File: src/rtl/gate_sweep_pkg.sv
// Shared encodings for the gate truth-table sweep controller: op codes, FSM states, widths.
package gate_sweep_pkg;

  localparam int unsigned OP_W    = 3;
  localparam int unsigned VEC_W   = 2;
  localparam int unsigned CNT_W   = 4;
  localparam int unsigned MASK_W  = 4;
  localparam int unsigned STATE_W = 2;

  localparam logic [OP_W-1:0] OP_AND  = 3'd0;
  localparam logic [OP_W-1:0] OP_OR   = 3'd1;
  localparam logic [OP_W-1:0] OP_XOR  = 3'd2;
  localparam logic [OP_W-1:0] OP_NAND = 3'd3;
  localparam logic [OP_W-1:0] OP_NOR  = 3'd4;
  localparam logic [OP_W-1:0] OP_XNOR = 3'd5;

  typedef enum logic [STATE_W-1:0] {
    ST_IDLE   = 2'd0,
    ST_SETTLE = 2'd1,
    ST_SAMPLE = 2'd2,
    ST_DONE   = 2'd3
  } state_e;

  function automatic logic op_valid(input logic [OP_W-1:0] op);
    return (op <= OP_XNOR);
  endfunction

endpackage

File: src/rtl/gate_ref_model.sv
// Combinational expected gate output for a given op code; invalid codes give 0.
module gate_ref_model
  import gate_sweep_pkg::*;
(
  input  logic [OP_W-1:0] op,
  input  logic            a,
  input  logic            b,
  output logic            y_c
);

  always_comb begin
    y_c = 1'b0;
    case (op)
      OP_AND:  y_c = a & b;
      OP_OR:   y_c = a | b;
      OP_XOR:  y_c = a ^ b;
      OP_NAND: y_c = ~(a & b);
      OP_NOR:  y_c = ~(a | b);
      OP_XNOR: y_c = ~(a ^ b);
      default: y_c = 1'b0;
    endcase
  end

endmodule

File: src/rtl/gate_sweep_ctrl.sv
// Drives all four {a,b} vectors into an external 2-input gate, lets each settle,
// samples the gate output and reports per-vector mismatches against the latched op.
module gate_sweep_ctrl
  import gate_sweep_pkg::*;
#(
  parameter int unsigned SETTLE_CYCLES = 2
) (
  input  logic              clk,
  input  logic              rst_n,
  input  logic              start,
  input  logic [OP_W-1:0]   op_sel,
  output logic              dut_a,
  output logic              dut_b,
  input  logic              dut_y,
  output logic              busy,
  output logic              done,
  output logic              pass,
  output logic [MASK_W-1:0] fail_mask,
  output logic              err_op
);

  localparam logic [CNT_W-1:0] SETTLE_LAST = CNT_W'(SETTLE_CYCLES - 1);
  localparam logic [VEC_W-1:0] IDX_LAST    = VEC_W'(3);

  state_e              state_q, state_d;
  logic [OP_W-1:0]     op_q, op_d;
  logic [VEC_W-1:0]    idx_q, idx_d;
  logic [CNT_W-1:0]    cnt_q, cnt_d;
  logic [MASK_W-1:0]   fail_mask_q, fail_mask_d;
  logic                err_op_q, err_op_d;
  logic                pass_q, pass_d;
  logic                busy_q, busy_d;
  logic                done_q, done_d;
  logic                dut_a_q, dut_a_d;
  logic                dut_b_q, dut_b_d;
  logic                drive_c;
  logic                exp_y_c;

  gate_ref_model u_ref (
    .op  (op_q),
    .a   (idx_q[1]),
    .b   (idx_q[0]),
    .y_c (exp_y_c)
  );

  // State register
  always_ff @(posedge clk or negedge rst_n) begin
    if (!rst_n) state_q <= ST_IDLE;
    else        state_q <= state_d;
  end

  // Next-state logic
  always_comb begin
    state_d = state_q;
    case (state_q)
      ST_IDLE:   if (start) state_d = op_valid(op_sel) ? ST_SETTLE : ST_DONE;
      ST_SETTLE: if (cnt_q == SETTLE_LAST) state_d = ST_SAMPLE;
      ST_SAMPLE: state_d = (idx_q == IDX_LAST) ? ST_DONE : ST_SETTLE;
      ST_DONE:   state_d = ST_IDLE;
      default:   state_d = ST_IDLE;
    endcase
  end

  // Datapath and output next values; outputs are registered off state_d
  always_comb begin
    op_d        = op_q;
    idx_d       = idx_q;
    cnt_d       = cnt_q;
    fail_mask_d = fail_mask_q;
    err_op_d    = err_op_q;
    pass_d      = pass_q;
    case (state_q)
      ST_IDLE: begin
        if (start) begin
          op_d        = op_sel;
          idx_d       = '0;
          cnt_d       = '0;
          fail_mask_d = '0;
          pass_d      = 1'b0;
          err_op_d    = ~op_valid(op_sel);
        end
      end
      ST_SETTLE: cnt_d = cnt_q + CNT_W'(1);
      ST_SAMPLE: begin
        if (dut_y != exp_y_c) fail_mask_d[idx_q] = 1'b1;
        if (idx_q != IDX_LAST) begin
          idx_d = idx_q + VEC_W'(1);
          cnt_d = '0;
        end
      end
      default: ;
    endcase

    drive_c = (state_d == ST_SETTLE) || (state_d == ST_SAMPLE);
    busy_d  = (state_d != ST_IDLE);
    done_d  = (state_d == ST_DONE);
    dut_a_d = drive_c & idx_d[1];
    dut_b_d = drive_c & idx_d[0];
    if (state_d == ST_DONE) pass_d = (fail_mask_d == '0) && !err_op_d;
  end

  // Datapath and registered outputs
  always_ff @(posedge clk or negedge rst_n) begin
    if (!rst_n) begin
      op_q        <= '0;
      idx_q       <= '0;
      cnt_q       <= '0;
      fail_mask_q <= '0;
      err_op_q    <= 1'b0;
      pass_q      <= 1'b0;
      busy_q      <= 1'b0;
      done_q      <= 1'b0;
      dut_a_q     <= 1'b0;
      dut_b_q     <= 1'b0;
    end else begin
      op_q        <= op_d;
      idx_q       <= idx_d;
      cnt_q       <= cnt_d;
      fail_mask_q <= fail_mask_d;
      err_op_q    <= err_op_d;
      pass_q      <= pass_d;
      busy_q      <= busy_d;
      done_q      <= done_d;
      dut_a_q     <= dut_a_d;
      dut_b_q     <= dut_b_d;
    end
  end

  assign dut_a     = dut_a_q;
  assign dut_b     = dut_b_q;
  assign busy      = busy_q;
  assign done      = done_q;
  assign pass      = pass_q;
  assign fail_mask = fail_mask_q;
  assign err_op    = err_op_q;

endmodule

File: config.mk
export PLATFORM = sky130hd
export DESIGN_NAME = gate_sweep_ctrl
export DESIGN_NICKNAME = d
export VERILOG_FILES = /design/src/rtl/gate_sweep_pkg.sv /design/src/rtl/gate_ref_model.sv /design/src/rtl/gate_sweep_ctrl.sv
export SDC_FILE = /design/constraint.sdc
export NUM_CORES = 1
export LEC_CHECK = 0
export ABC_AREA = 1
export CAP_MARGIN = 20
export CORE_ASPECT_RATIO = 1.1
export CORE_MARGIN = 2
export CORE_UTILIZATION = 48
export CTS_CLUSTER_SIZE = 40
export DETAILED_ROUTE_END_ITERATION = 10
export PLACE_DENSITY = 0.75
export SETUP_SLACK_MARGIN = 0.02
export SLEW_MARGIN = 30
export SYNTH_ARGS = -nofsm -noshare
export SYNTH_HDL_FRONTEND = slang
export SYNTH_SLANG_ARGS = --single-unit
File: constraint.sdc
create_clock -name clk -period 1.6 [get_ports clk]
set_input_delay 0.32 -clock clk [delete_from_list [all_inputs] [get_ports clk]]
set_output_delay 0.32 -clock clk [all_outputs]
set_load 0.1 [all_outputs]
==> metrics.txt, run 1 <==
status complete, but fails checks; violated checks negative setup slack; PortBufs 16; Critical Path End Type flip-flop; most used cell, CP nand3_2; Post-DP Area 1630 µm²; final instance area 1769 µm²; Routed WL 2688 µm; initial antenna violation count 0; CP max stage cell dfrtp_1; Placer Congestion 0.7998; routed vias/inst 4.860; period utilization 105.2%; max_cap viols 0; Post-synth EDFFs 0; GR Util All Layers 22.02%; CP max FO 4; clock power share 7.4%; Fmax achieved 594.2 MHz; Switching Fraction 50.71%; PnR worst setup slack -0.08297 ns; Synth Flop Type dfrtp_1; Detailed Routing Iterations Pass 1 4; Core Region 2297 µm²; io pins 17; pin slew with the least headroom to its limit 0.2664 ns; Final min period 1.683 ns; Seq/Total Area, Yosys 44.44%; GRT overflow 0; clk buf depth 2; clock root cell clkbuf_4; CP Buf/Inv Count 1; Layout Skew 0.006661 ns; Mapped Nets 150; Mean Syn Cell Area 8.824 µm²; Core Rows 18; Fin Hold WS 0.3429 ns; CP Cell Sequence inv_2 -> ha_4 -> nand2_2 -> nand3_2 -> nand2_4 -> o21ai_4 -> nand3_2 -> nand2_2 -> nor2_1 -> nand3_2 -> nand2_1; first-pass GRT wire length 4954 µm; CP delay by family, top simple AND/OR/NAND/NOR gates; final setup fails 2; crit path launch type flip-flop; Synth Cell Area 1182 µm²; Area Growth Syn to Fin 49.63%; Worst-Skew Late Latency 0.30 ns; CTS hold repair buffers 0; flop and latch count out of synthesis 21; placed wire-length estimate 1967 µm; Routed wire per std cell 12.99 µm; Final Net Count 194; combinational cell fraction of total power 65.7%; Initial DRC Count 23; max-slew violation count 0; ANT cells 0; Crit Path Class flip-flop to flip-flop; Hold Vio Cnt, Final 0; fraction of registers with async set/reset 100.0%; die area 2877 µm²; Critical Path RT 1.80 ns; Die X 51.32 µm; Worst-path clk slew 0.13 ns; largest net degree at the start of global routing 22; Max-slew headroom 82.24%; H-tree lvl count 1; Routed Antenna Nets 0; post-synthesis instance total 134; Num CTS Buffers 3; clock sinks 21; CP peak stage delay 0.45 ns; TritonCTS clock tree yes; Int Pwr 0.001735 W; initial core utilization 51.47%; Die Height 56.06 µm; Sw Pwr 0.001785 W; vias in the first global route 1111; RSZ-0062 raised after global routing yes; most frequent cells in the layout 21 x inv_1, 21 x buf_4, 18 x nand2_1, 18 x dfrtp_1, 10 x buf_12; Worst Path Arrival 1.88 ns; synth warn 0; DR vias 1006; VDD IR max 1.546 mV; synth unique cells 24; min-delay worst type input pin to asynchronous set/reset pin; DRC 0; final design utilization 77.02%; sequential power share 26.9%; Pleak 0.8731 nW; layout cell share with drive strength beyond 1 45.76%; P per Cell Area 1989 nW/µm²
==> registers in the layout, summed over array words and instances (netlist names) <==
signal / count
busy: 1
pass: 1
dut_b: 1
cnt_q: 4
state_q: 2
op_q: 3
done: 1
fail_mask: 4
dut_a: 1
idx_q: 2
err_op: 1
==> worst register-to-register path, cell delays in order, from the launching register on <==
cell and delay [ns]:
dfrtp_1 0.45, inv_2 0.08, ha_4 0.28, nand2_2 0.05, nand3_2 0.10, nand2_4 0.07
o21ai_4 0.20, nand3_2 0.10, nand2_2 0.08, nor2_1 0.05, nand3_2 0.06, nand2_1 0.05
==> synthesized netlist by cell type, types with 4 or more instances <==
master	instances	area share (%)
a21oi_1	4	1.7
dfrtp_1	21	44
ha_1	9	9.5
inv_1	24	7.6
inv_2	4	1.3
nand2_1	20	6.3
nand2_2	4	2.1
nand2_4	4	3.8
nand3_1	6	2.5
nand3_2	5	4.2
nor2_1	11	3.5
nor2_2	4	2.1
==> final timing paths <==
check | end | depth (start not counted) | slack [ns] | startpoint
max | pass$_DFFE_PN0P_ | 11 | -0.08 | idx_q[0]$_DFF_PN0_
min | idx_q[0]$_DFF_PN0_ | 2 | 0.34 | rst_n
max reg2reg | pass$_DFFE_PN0P_ | 11 | -0.08 | idx_q[0]$_DFF_PN0_
min reg2reg | cnt_q[2]$_DFFE_PN0P_ | 2 | 0.60 | cnt_q[2]$_DFFE_PN0P_
max in group asynchronous | state_q[1]$_DFF_PN0_ | 2 | 1.02 | rst_n
min in group clk | op_q[0]$_DFFE_PN0P_ | 3 | 0.57 | op_sel[0]
==> area by class of cell <==
type / count / area [µm²]
Tap cell: 30 / 37.54
Sequential cell: 21 / 529.3
Multi-Input combinational cell: 84 / 623.1
Inverter: 29 / 111.4
Fill cell: 149 / 528.0
Clock inverter: 1 / 5.005
Clock buffer: 3 / 22.52
Timing Repair Buffer: 39 / 440.4
==> through the flow <==
step                      setup TNS [ns]  total power, W  instances  setup slack, ns
after floorplan                        0        0.002281        134          0.02441
after global placement           -0.7118        0.002994        197          -0.2496
after detailed placement         -0.8560        0.003077        197          -0.2986
after CTS                       -0.04443        0.003443        204         -0.04443
after global routing             -0.4822        0.003762        207          -0.1842
final                            -0.1642        0.003520        207         -0.08297
==> power groups by stage <==
stage          combinational [W]  clock, W  sequential, W
2_1_floorplan           0.000837         0        0.00144
3_3_place_gp             0.00207         0       0.000927
3_5_place_dp             0.00214         0       0.000937
4_1_cts                  0.00225  0.000263       0.000925
5_1_grt                  0.00249  0.000291       0.000982
6_report                 0.00231  0.000260       0.000948
==> cells by family after synthesis <==
kind of cell	Yosys count	share of synthesized area, %
adder cells (fa/ha/maj)	9	9.524
XOR/XNOR	1	0.7409
AO/OA/AOI/OAI	15	8.255
flip-flops	21	44.44
buffers and inverters	29	9.418
AND/OR/NAND/NOR	59	27.62
==> timing repair <==
action	4_1_cts	5_1_grt
setup buffers	3	3
pin swaps	9	4
endpoints found under the setup margin	6	8
gates resized for setup	7	12
hold endpoints to repair	0	0
==> layer usage <==
layer	vias to the layer above	routed length, µm	GRT usage [%]
met3	4	108	3.226
met4	0	27	5.263
met5	-	0	0
met2	25	1449	39.52
met1	480	1102	27.34
li1	497	-	-
Note: power is estimated with default switching activity, not from simulation.
==> run 2: changes to the inputs <==
--- a/config.mk
+++ b/config.mk
@@ -6,12 +6,12 @@
 export NUM_CORES = 1
 export LEC_CHECK = 0
-export ABC_AREA = 1
+export ABC_AREA = 0
 export CAP_MARGIN = 20
 export CORE_ASPECT_RATIO = 1.1
 export CORE_MARGIN = 2
-export CORE_UTILIZATION = 48
+export CORE_UTILIZATION = 46
 export CTS_CLUSTER_SIZE = 40
 export DETAILED_ROUTE_END_ITERATION = 10
-export PLACE_DENSITY = 0.75
+export PLACE_DENSITY = 0.73
 export SETUP_SLACK_MARGIN = 0.02
 export SLEW_MARGIN = 30
==> constraint.sdc (replaced) <==
create_clock -name clk -period 1.6 [get_ports clk]
set_input_delay 0.16 -clock clk [delete_from_list [all_inputs] [get_ports clk]]
set_output_delay 0.16 -clock clk [all_outputs]
set_load 0.1 [all_outputs]
==> run 2 against run 1 <==
Against the previous run:
- largest cell class unchanged
- clock-buffer cell count is 1 higher
- the flow still finishes with violations (negative setup slack)
- non-clock buffer count is 4 higher
- clock power is 2% lower
==> metrics.txt, run 2 <==
pin slew with the least headroom to its limit 0.3566 ns (+0.09016 ns); io pins 17 (unchanged); Pwr Total 0.003779 W (+7.4%); period utilization 114.0% (+8.8 points); Routed wire per std cell 14.71 µm (+13%); Worst R2R Start idx_q[0]$_DFF_PN0_; PortBufs 16 (unchanged); Core Region 2185 µm² (-4.9%); Reg2Reg Setup Slack -0.22 ns (-0.14 ns); Fmax achieved 548.5 MHz (-7.7%); first-pass GRT wire length 3870 µm (-22%); Placer Congestion 0.7588 (-5.1%); placed wire-length estimate 1684 µm (-14%); initial antenna violation count 0 (unchanged); Seq/Total Area, Yosys 50.79% (+6.3 points); routed vias/inst 5.333 (+9.7%); Critical Path End Type flip-flop; GR Util All Layers 20.19% (-1.8 points); RSZ-0062 raised after global routing yes; layout cell share with drive strength beyond 1 46.81% (+1.0 points); most frequent cells in the layout 26 x buf_4, 19 x dfrtp_1, 10 x buf_12; largest net degree at the start of global routing 22 (unchanged); ranking of synthesized cells by area dfrtp_1 51%, ha_1 11%, o21ai_0 4.8%, a32o_1 3.9%, mux2_2 3.3%; Fin Hold WS 0.1936 ns (-0.1494 ns); Die X 49.22 µm (-4.1%); ANT cells 0 (unchanged); crit path launch type flip-flop; Synth Flop Type dfrtp_1; PnR worst setup slack -0.2233 ns (-0.1403 ns); CP max FO 5 (+1); Worst Path Arrival 2.02 ns (+0.14 ns); placed cells 161 (-18%); status complete, but fails checks; register area 528.0 µm² (-0.24%); Core Rows 18 (unchanged); max_cap viols 0 (unchanged); area of the multi-input gates 624.3 µm² (+0.20%); Pleak 0.7658 nW (-12%); Critical Path RT 1.80 ns (about the same); vias in the first global route 901 (-19%); VDD IR max 1.459 mV (-5.6%); Max-slew headroom 76.23% (-6.0 points); DRC 0 (unchanged); Hold Vio Cnt, Final 0 (unchanged); Synth Cell Area 1035 µm² (-12%); Area Growth Syn to Fin 65.54%; flop and latch count out of synthesis 21 (unchanged); clock root cell clkbuf_4; Routed WL 2515 µm (-6.4%); clk buf depth 2 (unchanged); Detailed Routing Iterations Pass 1 4 (unchanged); Mapped Nets 112 (-25%); top post-synthesis cells by count 21 x dfrtp_1, 10 x o21ai_0, 9 x ha_1; post-synthesis instance total 96 (-28%); Num CTS Buffers 3 (unchanged); die area 2645 µm² (-8.0%); Die Height 53.75 µm (-4.1%); CTS hold repair buffers 0 (unchanged); H-tree lvl count 1 (unchanged); Layout Skew 0.004329 ns (-0.002332 ns); Filler cells 145 (-2.7%); Crit Path Class flip-flop to flip-flop; Post-synth EDFFs 0 (unchanged); most common cell after layout, fill and taps aside buf_4; Mean Syn Cell Area 10.78 µm² (+22%); DR vias 912 (-9.3%); Worst-Skew Late Latency 0.30 ns (about the same); Initial DRC Count 25 (+8.7%); Final Net Count 158 (-19%); share of the synthesized area in the top cell type 50.79% (+6.3 points); GRT overflow 0 (unchanged); initial core utilization 47.37% (-4.1 points); fraction of registers with async set/reset 100.0% (unchanged); RR Endpoint fail_mask[0]$_DFF_PN0_; Worst-path clk slew 0.11 ns (-0.02 ns); min-delay worst type input pin to asynchronous set/reset pin; synth warn 0 (unchanged); final std cells w/o fill 171 (-17%); TritonCTS clock tree yes; violated checks negative setup slack; clock sinks 21 (unchanged); Final min period 1.823 ns (+0.1403 ns); cell taking the most area after synthesis dfrtp_1; max-slew violation count 0 (unchanged); final setup fails 7 (+5); P per Cell Area 2206 nW/µm² (+11%); synth unique cells 28 (+17%); most frequent cell after synthesis dfrtp_1; R2R cell count 8 (-3); Routed Antenna Nets 0 (unchanged)
[run 2: cells by family (layout without fill, tap and decap cells)]
family	Yosys count	in the layout	share of synthesized area (%)
flops	21	21	50.79
buf+inv	10	55	3.628
mux	4	4	4.232
fa+ha+maj	9	9	10.88
compound gates	25	25	17.05
xor+xnor	1	1	0.8466
simple gates	26	26	12.58
[run 2: worst max path at each step]
stage                            start                     end  slack (ns)  cells after the start
floorplan           idx_q[0]$_DFF_PN0_  fail_mask[3]$_DFF_PN0_       -0.12                      7
global placement    idx_q[1]$_DFF_PN0_  fail_mask[2]$_DFF_PN0_       -0.23                      7
detailed placement  idx_q[0]$_DFF_PN0_        pass$_DFFE_PN0P_       -0.29                      7
CTS                 idx_q[0]$_DFF_PN0_  fail_mask[1]$_DFF_PN0_       -0.23                      8
global route        idx_q[0]$_DFF_PN0_  fail_mask[0]$_DFF_PN0_       -0.29                      8
finish              idx_q[0]$_DFF_PN0_  fail_mask[0]$_DFF_PN0_       -0.22                      8
[run 2: metrics by stage]
stage               setup slack, ns  area (µm²)  setup TNS [ns]  utilization, %
global placement            -0.2253        1500          -1.247           68.67
detailed placement          -0.2861        1500          -1.594           68.67
CTS                         -0.2278        1594          -1.077           72.97
floorplan                   -0.1180        1052         -0.5857               -
finish                      -0.2233        1713         -0.9877           78.41
global route                -0.2898        1713          -1.502           78.41
[run 2: routing by layer]
layer / vias up / share of wire (%) / GRT usage (%)
li1: 428 / - / -
met1: 458 / 41 / 22.22
met2: 22 / 55 / 36.49
met3: 4 / 3.3 / 4.444
met4: 0 / 0.83 / 11.90
met5: - / 0 / 0
[run 2: layout make-up]
type	instances	share of cell area, %
Timing Repair Buffer	43	27.25
Multi-Input combinational cell	65	36.45
Inverter	8	1.753
Clock buffer	4	1.534
Tap cell	30	2.191
Sequential cell	21	30.83
[run 2: worst max-delay path: stages, from the launching register on]
cell and delay [ns]:
dfrtp_2 0.47, inv_2 0.10, ha_4 0.21, nor2_4 0.11
a2111oi_4 0.04, a311oi_2 0.28, xnor2_1 0.10, buf_4 0.15
a32o_1 0.25
[run 2: repair_timing]
item / CTS / global route
gates cloned: 0 / 0
setup endpoints to repair: 8 / 10
setup buffers: 5 / 4
pin swaps: 3 / 9
resized for setup: 9 / 21
[run 2: where the power goes]
group / total (W) / internal, W / switching, W
clock: 0.000255 / 0.0000972 / 0.000158
sequential: 0.00100 / 0.000731 / 0.000270
combinational: 0.00252 / 0.00119 / 0.00133
total: 0.00378 / 0.00202 / 0.00176
==> run 3: changes to the inputs <==
- ABC_AREA: 0 -> 1
- CORE_UTILIZATION: 46 -> 55
- PLACE_DENSITY: 0.73 -> 0.81
- clock period: 1.6 -> 2.2 ns (I/O delays scaled with it)
==> run 3 against run 2 <==
Against the previous run:
- the flow now finishes without violations
- sequential share of layout area grew 7.0 points
- setup slack improved by 0.63 ns
- clock power down 31%
- wire length decreased by 21%
- clock skew increased by 0.0056 ns
- final cell count increased by 7.0%
==> metrics.txt, run 3 (synthesized netlist as in run 1, its figures left out) <==
period utilization 81.63% (-32 points); Pleak 0.7274 nW (-5.0%); Routed wire per std cell 10.90 µm (-26%); clock sinks 21 (unchanged); status completed; Worst-Skew Late Latency 0.30 ns (about the same); Setup TNS 0 ns (+0.9877 ns); RSZ-0062 raised after global routing no; pin slew with the least headroom to its limit 0.2826 ns (-0.07397 ns); H-tree lvl count 1 (unchanged); final setup fails 0 (-7); most common cell after layout, fill and taps aside inv_1; Core Rows 17 (-1); die area 2537 µm² (-4.1%); CP max FO 4 (-1); Max-slew headroom 81.31% (+5.1 points); R2R cell count 12 (+4); max_cap viols 0 (unchanged); layout cell share with drive strength beyond 1 26.45% (-20 points); crit path launch type flip-flop; initial core utilization 58.51% (+11 points); io pins 17 (unchanged); combinational cell fraction of total power 59.8% (-7.0 points); register area 525.5 µm² (-0.47%); first-pass GRT wire length 3374 µm (-13%); vias in the first global route 844 (-6.3%); final instance area 1388 µm² (-19%); metal2 WL 1014 µm (-26%); Fmax achieved 556.8 MHz (+1.5%); max-slew violation count 0 (unchanged); GR Util All Layers 18.72% (-1.5 points); Worst Path Arrival 1.99 ns (-0.03 ns); placed wire-length estimate 1637 µm (-2.8%); Int Pwr 0.0009348 W (-54%); clock power share 8.6% (+1.9 points); P per Cell Area 1480 nW/µm² (-33%); Final Net Count 172 (+8.9%); Worst Setup SP idx_q[0]$_DFF_PN0_; M1 wire length 892 µm (-14%); PnR worst setup slack 0.4041 ns (+0.6273 ns); Initial DRC Count 16 (-36%); top layer in use met4; Post-CTS Setup Repair Bufs 0 (-5); Final min period 1.796 ns (-0.02734 ns); GRT overflow 0 (unchanged); Filler cells 167 (+15%); RR Endpoint pass$_DFFE_PN0P_; initial antenna violation count 0 (unchanged); TritonCTS clock tree yes; Layout Skew 0.009913 ns (+0.005584 ns); DR vias 881 (-3.4%); final std cells w/o fill 183 (+7.0%); Reg2Reg Setup Slack 0.40 ns (+0.63 ns); clock root cell clkbuf_4; post-cts resize count 0 (-9); PortBufs 16 (unchanged); Routed WL 1995 µm (-21%); placed cells 179 (+11%); sequential power share 31.5% (+5.0 points); Post-DP Area 1360 µm² (-9.3%); Die Height 52.63 µm (-2.1%); Num CTS Buffers 3 (unchanged); VDD IR max 1.012 mV (-31%); met3 WL 78 µm (-4.9%); Sw Pwr 0.001118 W (-36%); clk buf depth 2 (unchanged); Critical Path RT 2.39 ns (+0.59 ns); Die X 48.21 µm (-2.1%); Routed Antenna Nets 0 (unchanged); Crit Path Class flip-flop to flip-flop; largest net degree at the start of global routing 22 (unchanged); Core Region 2021 µm² (-7.5%); Area Growth Syn to Fin 17.35%; Detailed Routing Iterations Pass 1 4 (unchanged); DRC 0 (unchanged); area of the multi-input gates 545.5 µm² (-13%); Worst R2R Start idx_q[0]$_DFF_PN0_; Placer Congestion 0.8429 (+11%); Hold Vio Cnt, Final 0 (unchanged); capture point of the critical path pass$_DFFE_PN0P_; most frequent cells in the layout 24 x inv_1, 21 x dfrtp_1, 20 x nand2_1; Place WS 0.3102 ns (+0.5963 ns); Critical Path End Type flip-flop; routed vias/inst 4.814 (-9.7%); Switching Fraction 54.46% (+7.9 points); CTS hold repair buffers 0 (unchanged); Worst-path clk slew 0.12 ns (about the same); ANT cells 0 (unchanged); min-delay worst type input pin to asynchronous set/reset pin
run 3: cell count changes in the layout (fill, tap and decap cells not counted), sizes merged, moves of 3 or more:
cell,before,now
inv,8,29
and2,3,0
nor2,6,16
buf,37,11
nor2b,3,0
nand2,7,28
a32o,4,0
o22ai,0,3
mux2,3,0
nand3,1,11
a21oi,1,5
o21ai,10,7
run 3: critical path, stage by stage (launching register included):
cell     delay (ns)
dfrtp_1        0.43
inv_1          0.10
ha_1           0.31
inv_1          0.06
nand2_1        0.05
nand3_1        0.08
nand2_2        0.09
o21ai_4        0.20
nand3_1        0.13
nand2_2        0.10
nor2_2         0.03
nand3_1        0.06
nand2_1        0.05
run 3: worst min-delay path by stage:
stage	end	slack, ns	depth (start not counted)
after floorplan	busy$_DFF_PN0_	-0.08	0
after global placement	fail_mask[3]$_DFF_PN0_	0.50	2
after detailed placement	err_op$_DFF_PN0_	0.51	2
after CTS	idx_q[1]$_DFF_PN0_	0.25	2
after global routing	state_q[0]$_DFF_PN0_	0.27	2
final	state_q[0]$_DFF_PN0_	0.25	2
run 3: per-layer routing:
| layer | track usage (%) | vias to the layer above |
|---|---|---|
| met5 | 0 | - |
| met4 | 5.856 | 0 |
| li1 | - | 457 |
| met3 | 2.069 | 4 |
| met1 | 24.40 | 401 |
| met2 | 31.36 | 19 |
run 3: final cells by class:
class	instances	share of cell area, %
multi-input combinational	84	39.31
sequential	21	37.87
timing repair buffer	17	10.28
inverter	29	8.025
tap	28	2.525
clock buffer	3	1.623
clock inverter	1	0.3607
run 3: power by group through the flow:
stage | clock network, W | registers [W] | logic [W]
detailed placement | 0 | 0.000654 | 0.00123
floorplan | 0 | 0.00105 | 0.000579
global placement | 0 | 0.000650 | 0.00121
CTS | 0.000184 | 0.000646 | 0.00124
finish | 0.000177 | 0.000648 | 0.00123
global route | 0.000197 | 0.000668 | 0.00135
run 3: per-stage QoR:
step	util (%)	hold WS [ns]	total power, W
after floorplan	-	-0.07559	0.001627
after global placement	67.31	0.4997	0.001855
after detailed placement	67.31	0.5057	0.001885
after CTS	68.67	0.2482	0.002071
after global routing	68.67	0.2668	0.002218
final	68.67	0.2465	0.002053
